**config.mk**
```make
export PLATFORM = sky130hd
export DESIGN_NAME = tdc_stream_tx
export DESIGN_NICKNAME = d
export VERILOG_FILES = /design/src/rtl/sifh_pkg.sv /design/src/rtl/tdc_shift_reg.sv /design/src/rtl/tdc_stream_tx.sv
export SDC_FILE = /design/constraint.sdc
export NUM_CORES = 1
export LEC_CHECK = 0
export ABC_CLOCK_PERIOD_IN_PS = 2970
export CORE_ASPECT_RATIO = 0.8
export CORE_MARGIN = 2
export CORE_UTILIZATION = 50
export CTS_CLUSTER_SIZE = 28
export DETAILED_ROUTE_END_ITERATION = 8
export GPL_TIMING_DRIVEN = 0
export PLACE_DENSITY = 0.77
export REMOVE_ABC_BUFFERS = 1
export SKIP_LAST_GASP = 1
export SLEW_MARGIN = 0
export SYNTH_ARGS = -nofsm -noshare
export SYNTH_HDL_FRONTEND = slang
export SYNTH_HIERARCHICAL = 1
export SYNTH_SLANG_ARGS = --single-unit
```
**constraint.sdc**
```tcl
create_clock -name clk -period 2.97 [get_ports clk]
set_input_delay 0.594 -clock clk [delete_from_list [all_inputs] [get_ports clk]]
set_output_delay 0.594 -clock clk [all_outputs]
set_load 0.02 [all_outputs]
```
**src/rtl/sifh_pkg.sv**
```systemverilog
// Definitions shared by the TDC stream transmitter and the histogram builder that consumes it.
// Both sides must agree on the NO_HIT code and on the index widths.
package sifh_pkg;

  typedef enum logic [2:0] {
    StIdle,
    StSend,
    StGap,
    StWait,
    StDone
  } tx_state_t;

  localparam int unsigned MaxNp = 64;

  // Index width for a count of n items; never narrower than one bit.
  function automatic int unsigned idx_w(input int unsigned n);
    return (n > 1) ? $clog2(n) : 1;
  endfunction

  // All-ones code for a pixel that did not fire; the consumer slices the low np bits.
  function automatic logic [MaxNp-1:0] no_hit(input int unsigned np);
    logic [MaxNp-1:0] v;
    v = '0;
    for (int unsigned i = 0; i < MaxNp; i++) begin
      if (i < np) v[i] = 1'b1;
    end
    return v;
  endfunction

endpackage

```
**src/rtl/tdc_shift_reg.sv**
```systemverilog
// Parallel-load / shift-out store for one acquisition: each slot is {hit, timestamp}.
// Slot 0 is always the next pixel to send.
module tdc_shift_reg
  import sifh_pkg::*;
#(
  parameter int unsigned NP        = 10,
  parameter int unsigned PIXEL_NUM = 6
) (
  input  logic                    i_clk,
  input  logic                    i_res,
  input  logic                    i_load,
  input  logic                    i_shift,
  input  logic [PIXEL_NUM*NP-1:0] i_data,
  input  logic [PIXEL_NUM-1:0]    i_hit,
  output logic [NP-1:0]           o_ts,
  output logic                    o_hit
);

  logic [PIXEL_NUM-1:0][NP:0] r_sr;

  always_ff @(posedge i_clk) begin
    if (i_res) begin
      r_sr <= '0;
    end else if (i_load) begin
      for (int p = 0; p < int'(PIXEL_NUM); p++) begin
        r_sr[p] <= {i_hit[p], i_data[p*NP +: NP]};
      end
    end else if (i_shift) begin
      r_sr <= r_sr >> (NP + 1);
    end
  end

  assign o_ts  = r_sr[0][NP-1:0];
  assign o_hit = r_sr[0][NP];

endmodule

```
**src/rtl/tdc_stream_tx.sv**
```systemverilog
// Captures one parallel acquisition of per-pixel TDC timestamps and streams it one pixel per
// cycle to the histogram builder, ACQ_NUM acquisitions per frame with an idle gap between them.
`ifndef Np
`define Np 10
`endif
`ifndef PIXEL_NUM
`define PIXEL_NUM 6
`endif
`ifndef ACQ_NUM
`define ACQ_NUM 2
`endif

module tdc_stream_tx
  import sifh_pkg::*;
#(
  parameter int unsigned NP        = `Np,
  parameter int unsigned PIXEL_NUM = `PIXEL_NUM,
  parameter int unsigned ACQ_NUM   = `ACQ_NUM,
  parameter int unsigned GAP_CYC   = 4
) (
  input  logic                          clk,
  input  logic                          res,
  input  logic                          tdcValid,
  output logic                          tdcReady,
  input  logic [PIXEL_NUM*NP-1:0]       tdcData,
  input  logic [PIXEL_NUM-1:0]          tdcHit,
  output logic                          wrEn,
  output logic [NP-1:0]                 data,
  output logic [idx_w(PIXEL_NUM)-1:0]   pixIdx,
  output logic [idx_w(ACQ_NUM)-1:0]     acqIdx,
  output logic                          frameDone
);

  localparam int unsigned PixW = idx_w(PIXEL_NUM);
  localparam int unsigned AcqW = idx_w(ACQ_NUM);
  localparam int unsigned GapW = idx_w(GAP_CYC + 1);

  localparam logic [MaxNp-1:0] NoHitW = no_hit(NP);
  localparam logic [NP-1:0]    NoHit  = NoHitW[NP-1:0];

  tx_state_t         r_state;
  logic              r_ready;
  logic              r_wr;
  logic              r_done;
  logic [NP-1:0]     r_data;
  logic [PixW-1:0]   r_pix_idx;
  logic [AcqW-1:0]   r_acq_idx;
  logic [PixW-1:0]   r_cnt;
  logic [GapW-1:0]   r_gap;

  logic              w_load;
  logic              w_shift;
  logic [NP-1:0]     w_ts;
  logic              w_hit;
  logic              w_last_pix;

  // Ready is only ever high in IDLE/WAIT, so it alone qualifies a capture.
  assign w_load     = r_ready & tdcValid & ~res;
  assign w_shift    = (r_state == StSend) & ~res;
  assign w_last_pix = (r_cnt == PixW'(PIXEL_NUM - 1));

  tdc_shift_reg #(
    .NP        (NP),
    .PIXEL_NUM (PIXEL_NUM)
  ) u_shift_reg (
    .i_clk   (clk),
    .i_res   (res),
    .i_load  (w_load),
    .i_shift (w_shift),
    .i_data  (tdcData),
    .i_hit   (tdcHit),
    .o_ts    (w_ts),
    .o_hit   (w_hit)
  );

  always_ff @(posedge clk) begin
    if (res) begin
      r_state   <= StIdle;
      r_ready   <= 1'b1;
      r_wr      <= 1'b0;
      r_done    <= 1'b0;
      r_data    <= '0;
      r_pix_idx <= '0;
      r_acq_idx <= '0;
      r_cnt     <= '0;
      r_gap     <= '0;
    end else begin
      r_wr   <= 1'b0;
      r_data <= '0;
      r_done <= 1'b0;
      case (r_state)
        StIdle: begin
          r_acq_idx <= '0;
          if (w_load) begin
            r_state <= StSend;
            r_ready <= 1'b0;
            r_cnt   <= '0;
          end
        end
        StSend: begin
          r_wr      <= 1'b1;
          r_data    <= w_hit ? w_ts : NoHit;
          r_pix_idx <= r_cnt;
          r_cnt     <= r_cnt + PixW'(1);
          if (w_last_pix) begin
            r_cnt <= '0;
            if (r_acq_idx == AcqW'(ACQ_NUM - 1)) begin
              r_state <= StDone;
            end else if (GAP_CYC > 0) begin
              r_state <= StGap;
              r_gap   <= '0;
            end else begin
              r_state <= StWait;
              r_ready <= 1'b1;
            end
          end
        end
        StGap: begin
          r_gap <= r_gap + GapW'(1);
          if (r_gap == GapW'(GAP_CYC - 1)) begin
            r_state <= StWait;
            r_ready <= 1'b1;
          end
        end
        StWait: begin
          if (w_load) begin
            r_state   <= StSend;
            r_ready   <= 1'b0;
            r_cnt     <= '0;
            r_acq_idx <= r_acq_idx + AcqW'(1);
          end
        end
        StDone: begin
          r_done    <= 1'b1;
          r_state   <= StIdle;
          r_ready   <= 1'b1;
          r_acq_idx <= '0;
        end
        default: begin
          r_state <= StIdle;
          r_ready <= 1'b1;
        end
      endcase
    end
  end

  assign tdcReady  = r_ready;
  assign wrEn      = r_wr;
  assign data      = r_data;
  assign pixIdx    = r_pix_idx;
  assign acqIdx    = r_acq_idx;
  assign frameDone = r_done;

endmodule

```
==> results of run 1 <==
[final cells by class]
cell class / instances / share of cell area
sequential: 92 / 0.359
multi-input combinational: 264 / 0.382
clock inverter: 6 / 0.0171
inverter: 16 / 0.0122
timing repair buffer: 88 / 0.178
tap: 108 / 0.0263
clock buffer: 10 / 0.0249
[metrics by stage]
step                      cell area (um2)  setup slack (ps)
after CTS                            5130               132
after global routing                 5130               133
after detailed placement             4920              -187
after global placement               4850             -3960
after floorplan                      3860              -432
final                                5130               278
[cell families after synthesis]
| logic type | Yosys count |
|---|---|
| compound gates | 96 |
| fa+ha+maj | 2 |
| buf+inv | 62 |
| flops | 92 |
| mux | 58 |
| simple gates | 108 |
[routing by layer]
layer,part of all wire,vias to the layer above,global-route usage
met5,0,-,0
met4,0.0058,0,0.0323
met3,0.053,7,0.0631
met2,0.46,69,0.326
met1,0.48,1433,0.239
li1,-,1582,-
[registers in the layout, indices dropped and copies added (netlist names)]
name,flops
u_shift_reg/r_sr,55
data,10
u_shift_reg/o_ts,10
pixIdx,3
r_cnt,3
r_gap,3
r_state,3
acqIdx,1
frameDone,1
tdcReady,1
u_shift_reg/o_hit,1
wrEn,1
[layout by cell type (no fill, tap or decap), drive strengths merged, types with 2 or more instances in the layout]
cell type      instances
nor2b                 58
or3b                  14
buf                    3
bufinv                 2
clkbuf                11
o21ai                  3
o31ai                  2
dfxtp                 92
and3b                  2
inv                   17
clkinv                 3
mux2i                 58
nand2b                 3
ha                     2
clkdlybuf4s50         84
a311oi                 2
nand2                 13
nor2                   6
a21oi                 26
or2                    2
nor3b                  2
a211oi                56
[tightest hold or removal path, cell delays in order, from the launching register on]
cell	delay, ps
dfxtp_1	310
inv_1	50
a21oi_1	60
[how the worst min path moves through the flow]
stage,from,end,cells past startpoint
2_1_floorplan,u_shift_reg/o_ts[4]$_SDFFE_PP0P_,data[4]$_SDFF_PN0_,2
3_3_place_gp,u_shift_reg/o_ts[4]$_SDFFE_PP0P_,data[4]$_SDFF_PN0_,2
3_5_place_dp,u_shift_reg/o_ts[9]$_SDFFE_PP0P_,data[9]$_SDFF_PN0_,2
4_1_cts,u_shift_reg/o_ts[8]$_SDFFE_PP0P_,data[8]$_SDFF_PN0_,2
5_1_grt,u_shift_reg/o_ts[8]$_SDFFE_PP0P_,data[8]$_SDFF_PN0_,2
6_report,u_shift_reg/o_ts[0]$_SDFFE_PP0P_,data[0]$_SDFF_PN0_,2
[power by group]
part           leakage, nW  switching [mW]  internal, mW  total [mW]
registers            0.753          0.0933          1.38        1.47
clock network        0.111           0.423         0.476       0.899
logic                0.874           0.379         0.396       0.775
total                 1.74           0.895          2.25        3.14
==> flow_summary.yaml, run 1 <==
run_status:
  status: "finished, final reports clean"
timing:
  rsz0062_at_grt: "false"
  timing.final.crit_share: 0.906
  holdWs_ps: 449
  finalHoldViolations: 0
  min_period_ps: 2690
  worst_pin_slew_ps: 990
  fmax_ghz: 0.371
  drv_slew: 0
  fin_tns_setup_ps: 0
  finalClockSkew_ps: 9.85
  maxSlewHeadroom: 0.339
  setup_violations: 0
synth:
  yosys.area_share.simple: 0.166
  synth_compound_area_frac: 0.158
  synthAdderAreaFrac: 0.00598
  yosysTopAreaCellShare: 0.440
  synth_commonest_cells: "dfxtp_1, mux2i_1, nor2b_1, a211oi_1, a21oi_1"
  synth_edf_count: 0
  synth_ff_type: "dfxtp_1"
  synth_cell_types: 41
  syn_avg_cell_area_um2: 10.0
  async_flop_share: 0
  synth_cells: 418
  synth.cell_area_um2: 4190
  synthMuxAreaShare: 0.139
  synth_most_common_cell: "dfxtp_1"
  synth_top_family_by_area: "simple AND/OR/NAND/NOR gates"
  yosys.area.top_type: "dfxtp_1"
  yosysWarnings: 6
  synth_area_leaders: "dfxtp_1, mux2i_1, a211oi_1"
  synthXorXnorAreaFrac: 0
  ys_seq_elements: 92
  synth_seq_area_share: 0.440
die:
  start_util: 0.522
  fp.dieH_um: 85.8
  die_x_um: 106
  ios: 86
  coreArea_um2: 8020
  rows: 29
  die_area_um2: 9130
critical_path:
  crit_chain: "clkbuf_4, or2_2, nand2b_1, inv_4, buf_16, mux2i_1, a211oi_1"
  rr_worst_depth: 6
  critPathMaxStageDelay_ps: 470
  worstSetupPathType: "input pin to register"
  path_depth: 7
  cp_top_family: "buffers and inverters"
  cp_max_fo: 42
  path_buf_inv: 3
  rrSetupSlack_ps: 480
  end_kind: "register"
  cp_data_required_time_ps: 3140
  r2r-start: "r_state[2]$_SDFFE_PP0P_"
  cp.arrival_ps: 2860
  endpoint: "u_shift_reg/r_sr[28]$_SDFFE_PP0P_"
  startpoint: "res"
  cp-start-kind: "input pin"
  crit_path_top_delay_cell: "inv_4"
  r2r_end: "u_shift_reg/r_sr[28]$_SDFFE_PP0P_"
final_layout:
  seqCellArea_um2: 1840
  syn_to_final_growth_pct: 22.6
  final_nets: 542
  multi_input_area_um2: 1960
  fin_cells: 584
  drive_above_1_share: 0.0546
  nFillCells: 670
  postLayoutCoreUtil: 0.640
  diodes: 0
global_route:
  overflow: 0
  grt_pass1_vias: 3078
  grt_pass1_wl_um: 14100
  grt_start_max_net_pins: 56
  grtUsageTotal: 0.190
  antenna_found_initial: 0
cts:
  cts_tree: "done"
  holdBufCountCts: 0
  htreeDepth: 3
  cts_resized: 0
  cts.sinks: 92
  cts_buffers: 9
  cts_setup_buffers: 0
  insertion_delay_ps: 350
  clock_path_buffers: 2
  path_clk_slew_ps: 90
  cts_root_buffer: "clkbuf_8"
route:
  post_drt_wl_per_cell_um: 14.3
  firstDrtPassIters: 4
  ant_nets: 0
  drt-initial-drc-count: 108
  avgViaCountPerCell: 5.29
  drc: 0
  vias: 3091
  drt-total-wl_um: 8380
pwr:
  total_power_mw: 3.14
  max-vdd-ir-drop_uv: 300
  powerDensity_nw_per_um2: 613
  leakage_nw: 1.74
placement:
  dp_cells: 568
  io_buffers: 85
  dpl.hpwl_um: 5430
  gp_congestion: 0.761
job:
  maxCapViolations: 0
hold_path:
  hp-class: "register to register"
Power figures use the tool's default switching activity.
==> inputs of run 2 (changes only) <==
- MAX_ROUTING_LAYER: default -> met4
==> run 2 against run 1 <==
  * Clock-buffer cell count is the same
  * Sequential share of layout area is the same
  * Total power is essentially flat
  * Routed wire length shrank 0.39%
  * First-iteration DRC count shrank 7.4%
  * Register-to-register slack is essentially flat
  * Die area is the same
  * Via count shrank 0.32%
  * Largest cell class unchanged
  * Highest routed layer unchanged
==> flow_summary.yaml, run 2 (synthesis results as in run 1) <==
critical_path:
  cp.arrival_ps: 2870
  cp_top_family: "buffers and inverters"
  critPathMaxStageDelay_ps: 470
  startpoint: "res"
  r2r-start: "r_state[2]$_SDFFE_PP0P_"
  cp_max_fo: 42
  crit_path_top_delay_cell: "inv_4"
  worstSetupPathType: "input pin to register"
  cp_data_required_time_ps: 3140
  cp-start-kind: "input pin"
  end_kind: "register"
  path_buf_inv: 3
  crit_chain: "clkbuf_4, or2_2, nand2b_1, inv_4, buf_16, mux2i_1, a211oi_1"
cts:
  insertion_delay_ps: 350
  clock_path_buffers: 2
  cts_buffers: 9
  cts.sinks: 92
  htreeDepth: 3
  cts_tree: "done"
  path_clk_slew_ps: 90
  cts_root_buffer: "clkbuf_8"
placement:
  dpl.hpwl_um: 5430
  dp_cells: 568
  io_buffers: 85
  place_area_um2: 4920
  gp_congestion: 0.771
timing:
  fin_tns_setup_ps: 0
  setup_violations: 0
  finalClockSkew_ps: 11.1
  fmax_ghz: 0.371
  worst_pin_slew_ps: 988
  timing.final.crit_share: 0.907
  drv_slew: 0
  maxSlewHeadroom: 0.340
  rsz0062_at_grt: "false"
  finalHoldViolations: 0
  min_period_ps: 2690
final_layout:
  fin_cells: 584
  largest_register_ffs: 55
  design_area_um2: 5130
  final_cell_mix: "dfxtp_1, clkdlybuf4s50_1, nor2b_1, mux2i_1, a211oi_1"
  final_common_cell: "dfxtp_1"
  drive_above_1_share: 0.0546
  top_register: "u_shift_reg/r_sr"
  final_nets: 542
  diodes: 0
  syn_to_final_growth_pct: 22.6
hold_path:
  min_from: "u_shift_reg/o_ts[0]$_SDFFE_PP0P_"
  hp-class: "register to register"
route:
  topRoutingLayerUsed: "met4"
  post_drt_wl_per_cell_um: 14.3
  drc: 0
  drt-total-wl_um: 8350
  met1_length_um: 4090
  met3_length_um: 387
  vias: 3081
  drt-initial-drc-count: 100
  avgViaCountPerCell: 5.28
  firstDrtPassIters: 4
  ant_nets: 0
  met2_length_um: 3830
pwr:
  leakage_nw: 1.74
  max-vdd-ir-drop_uv: 300
  powerDensity_nw_per_um2: 613
global_route:
  overflow: 0
  grt_start_max_net_pins: 56
  grt_pass1_vias: 3083
  grtUsageTotal: 0.196
  antenna_found_initial: 0
  grt_pass1_wl_um: 14100
die:
  coreArea_um2: 8020
  start_util: 0.522
  fp.dieH_um: 85.8
  rows: 29
  die_x_um: 106
  die_area_um2: 9130
  ios: 86
job:
  maxCapViolations: 0
run_status:
  status: "finished, final reports clean"
run 2: cell counts in the layout (fill, tap and decap cells not counted):
No cell type changed its count.
run 2: what timing repair did:
item / in CTS / in global routing
buffers inserted: 0 / 0
setup endpoints to repair: 0 / 4
hold buffers: 0 / 0
resized for setup: 0 / 1
run 2: power by group:
| group | switching (mW) | internal (mW) | leakage, nW |
|---|---|---|---|
| sequential | 0.0932 | 1.38 | 0.753 |
| combinational | 0.379 | 0.396 | 0.874 |
| clock | 0.423 | 0.476 | 0.111 |
run 2: path summary, 6_finish.rpt:
path | slack, ps | end | depth (start not counted)
max | 280 | u_shift_reg/r_sr[28]$_SDFFE_PP0P_ | 7
min | 450 | data[0]$_SDFF_PN0_ | 2
min reg2reg | 450 | data[0]$_SDFF_PN0_ | 2
max reg2reg | 480 | u_shift_reg/r_sr[28]$_SDFFE_PP0P_ | 6
run 2: tightest hold or removal path: stages (launching register included):
cell and delay [ps]:
dfxtp_1 310, inv_1 50, a21oi_1 60
run 2: final cells by class:
type	instances	area (um2)
inverters	16	62.6
multi-input cells	264	1960
well taps	108	135
flip-flops and latches	92	1840
repair buffers	88	916
fillers	670	2890
clock inverters	6	87.6
clock buffers	10	128
run 2: metal layers:
layer,vias up,global-route usage
met5,-,-
met4,0,0.0395
met3,5,0.0547
met2,71,0.326
met1,1425,0.242
li1,1580,-
run 2: metrics by stage:
| stage | power (mW) | hold WS (ps) | setup WS (ps) | util |
|---|---|---|---|---|
| after floorplan | 1.99 | 425 | -432 | - |
| after global routing | 3.30 | 462 | 132 | 0.640 |
| after CTS | 3.17 | 455 | 132 | 0.640 |
| final | 3.14 | 450 | 276 | 0.640 |
| after global placement | 2.26 | 436 | -3960 | 0.605 |
| after detailed placement | 2.27 | 442 | -187 | 0.613 |
==> inputs of run 3 (changes only) <==
- ABC_AREA: default -> 1
- CORE_MARGIN: 2 -> default
==> run 3 against run 2 <==
  * Die area decreased by 4.7%
  * Global-route usage rose by 2.9 points
  * Maximum frequency is 4.2% higher
  * Critical path type unchanged
  * Largest cell class is now registers
==> flow_summary.yaml, run 3 <==
die:
  coreArea_um2: 7980
  fp.dieH_um: 83.6
  rows: 29
  ios: 86
  start_util: 0.521
  die_x_um: 104
  die_area_um2: 8700
placement:
  io_buffers: 85
  gp_congestion: 0.818
  dp_cells: 761
  place_area_um2: 4930
  dpl.hpwl_um: 5830
final_layout:
  drive_above_1_share: 0.0493
  final_cell_mix: "nand2_1, nand3_1, dfxtp_1, clkdlybuf4s50_1, inv_1"
  largest_register_ffs: 55
  diodes: 0
  postLayoutCoreUtil: 0.649
  final_nets: 736
  final_common_cell: "nand2_1"
  fin_cells: 777
  top_register: "u_shift_reg/r_sr"
  design_area_um2: 5180
  syn_to_final_growth_pct: 24.4
hold_path:
  min_from: "u_shift_reg/o_ts[2]$_SDFFE_PP0P_"
  min_to: "data[2]$_SDFF_PN0_"
  hp-class: "register to register"
  min_path_cells: 2
synth:
  synth_most_common_cell: "nand2_1"
  async_flop_share: 0
  synth_edf_count: 0
  synth_commonest_cells: "nand2_1, nand3_1, dfxtp_1, inv_1, a21oi_1"
  syn_avg_cell_area_um2: 6.82
  yosys.area.top_type: "dfxtp_1"
  yosysTopAreaCellShare: 0.442
  yosysWarnings: 6
  ys_seq_elements: 92
  synth_seq_area_share: 0.442
  synth_ff_type: "dfxtp_1"
  synth_area_leaders: "dfxtp_1, nand2_1, nand3_1"
  synth_cells: 610
  synth.cell_area_um2: 4160
  synth_cell_types: 25
critical_path:
  cp_top_family: "buffers and inverters"
  critPathMaxStageDelay_ps: 640
  worstSetupPathType: "input pin to register"
  cp-start-kind: "input pin"
  cp_max_fo: 46
  r2r_end: "u_shift_reg/r_sr[48]$_SDFFE_PP0P_"
  rr_worst_depth: 8
  end_kind: "register"
  rrSetupSlack_ps: 970
  cp.arrival_ps: 2870
  crit_chain: "clkdlybuf4s15_2, inv_4, nand3_2, inv_2, buf_12, nor2_4, buf_12, nand2_1, nand3_1, nand2_1, inv_1"
  path_buf_inv: 6
  cp_data_required_time_ps: 3260
  r2r-start: "r_state[0]$_SDFFE_PP0P_"
  crit_path_top_delay_cell: "clkdlybuf4s15_2"
timing:
  finalClockSkew_ps: 11.0
  maxSlewHeadroom: 0.499
  timing.final.crit_share: 0.871
  finalHoldViolations: 0
  fmax_ghz: 0.387
  rsz0062_at_grt: "false"
  min_period_ps: 2590
  worst_pin_slew_ps: 751
  setup_violations: 0
  fin_tns_setup_ps: 0
  drv_slew: 0
route:
  firstDrtPassIters: 4
  drc: 0
  drt-initial-drc-count: 224
  vias: 3865
  post_drt_wl_per_cell_um: 11.8
  ant_nets: 0
  drt-total-wl_um: 9180
  avgViaCountPerCell: 4.97
pwr:
  max-vdd-ir-drop_uv: 341
  powerDensity_nw_per_um2: 669
  total_power_mw: 3.46
  leakage_nw: 2.51
global_route:
  grt_start_max_net_pins: 56
  grt_pass1_wl_um: 15800
  overflow: 0
  grt_pass1_vias: 3602
  grtUsageTotal: 0.226
  antenna_found_initial: 0
cts:
  cts_buffers: 9
  path_clk_slew_ps: 80
  cts_root_buffer: "clkbuf_8"
  clock_path_buffers: 2
  htreeDepth: 3
  cts.sinks: 92
  insertion_delay_ps: 340
  cts_setup_buffers: 0
  cts_tree: "done"
run_status:
  status: "finished, final reports clean"
job:
  maxCapViolations: 0
## run 3: cell type report
cell class | count | area [um2]
sequential | 92 | 1840
clock inverter | 4 | 97.6
multi-input combinational | 391 | 1730
inverter | 83 | 318
fill | 713 | 2800
clock buffer | 11 | 141
tap | 108 | 135
timing repair buffer | 88 | 912
## run 3: how the worst max path moves through the flow
stage,start,endpoint,slack [ps],depth (start not counted)
after floorplan,res,u_shift_reg/o_hit$_SDFFE_PP0P_,-520,6
after global placement,res,u_shift_reg/r_sr[12]$_SDFFE_PP0P_,-3720,7
after detailed placement,res,u_shift_reg/r_sr[32]$_SDFFE_PP0P_,-960,11
after CTS,res,u_shift_reg/o_ts[6]$_SDFFE_PP0P_,90,11
after global routing,res,u_shift_reg/r_sr[32]$_SDFFE_PP0P_,180,11
final,res,u_shift_reg/r_sr[48]$_SDFFE_PP0P_,380,11
## run 3: worst reg2reg max path: stages, from the launching register on
cell	delay [ps]
dfxtp_1	430
nand3_2	210
nor2_4	530
nor2_4	220
buf_12	230
nand2_1	100
nand3_1	60
nand2_1	60
inv_1	60
## run 3: report_power, final
part,switching (mW),internal [mW]
Sequential,0.0983,1.40
Clock,0.411,0.578
Combinational,0.588,0.385
Total,1.10,2.37
## run 3: metrics by stage
step                      setup WS [ps]  hold WS (ps)
after floorplan                    -520           426
after global placement            -3720           439
after detailed placement           -958           444
after CTS                          90.5           446
after global routing                177           453
final                               385           450
## run 3: cells by family (layout without fill, tap and decap cells)
logic type	Yosys count	after routing	synth area share
DFF	92	92	0.442
buffers and inverters	128	186	0.144
and+or+nand+nor	349	350	0.357
AOI/OAI and AO/OA	38	38	0.0484
xor gates and xnor gates	1	1	0.00210
adders and majority gates	2	2	0.00601
## run 3: metal layers
| layer | global-route usage | vias to the layer above | share of wire |
|---|---|---|---|
| met5 | - | - | 0 |
| met4 | 0.0494 | 0 | 0.0039 |
| met3 | 0.0492 | 5 | 0.053 |
| met2 | 0.387 | 109 | 0.48 |
| met1 | 0.273 | 1772 | 0.46 |
| li1 | - | 1979 | - |
## run 3: timing repair
item                       4_1_cts  5_1_grt
setup endpoints to repair       66       53
hold buffers                     0        0
hold endpoints to repair         0        0
pin swaps                        0        1
gates cloned                     0        1
gates resized for setup          3        2
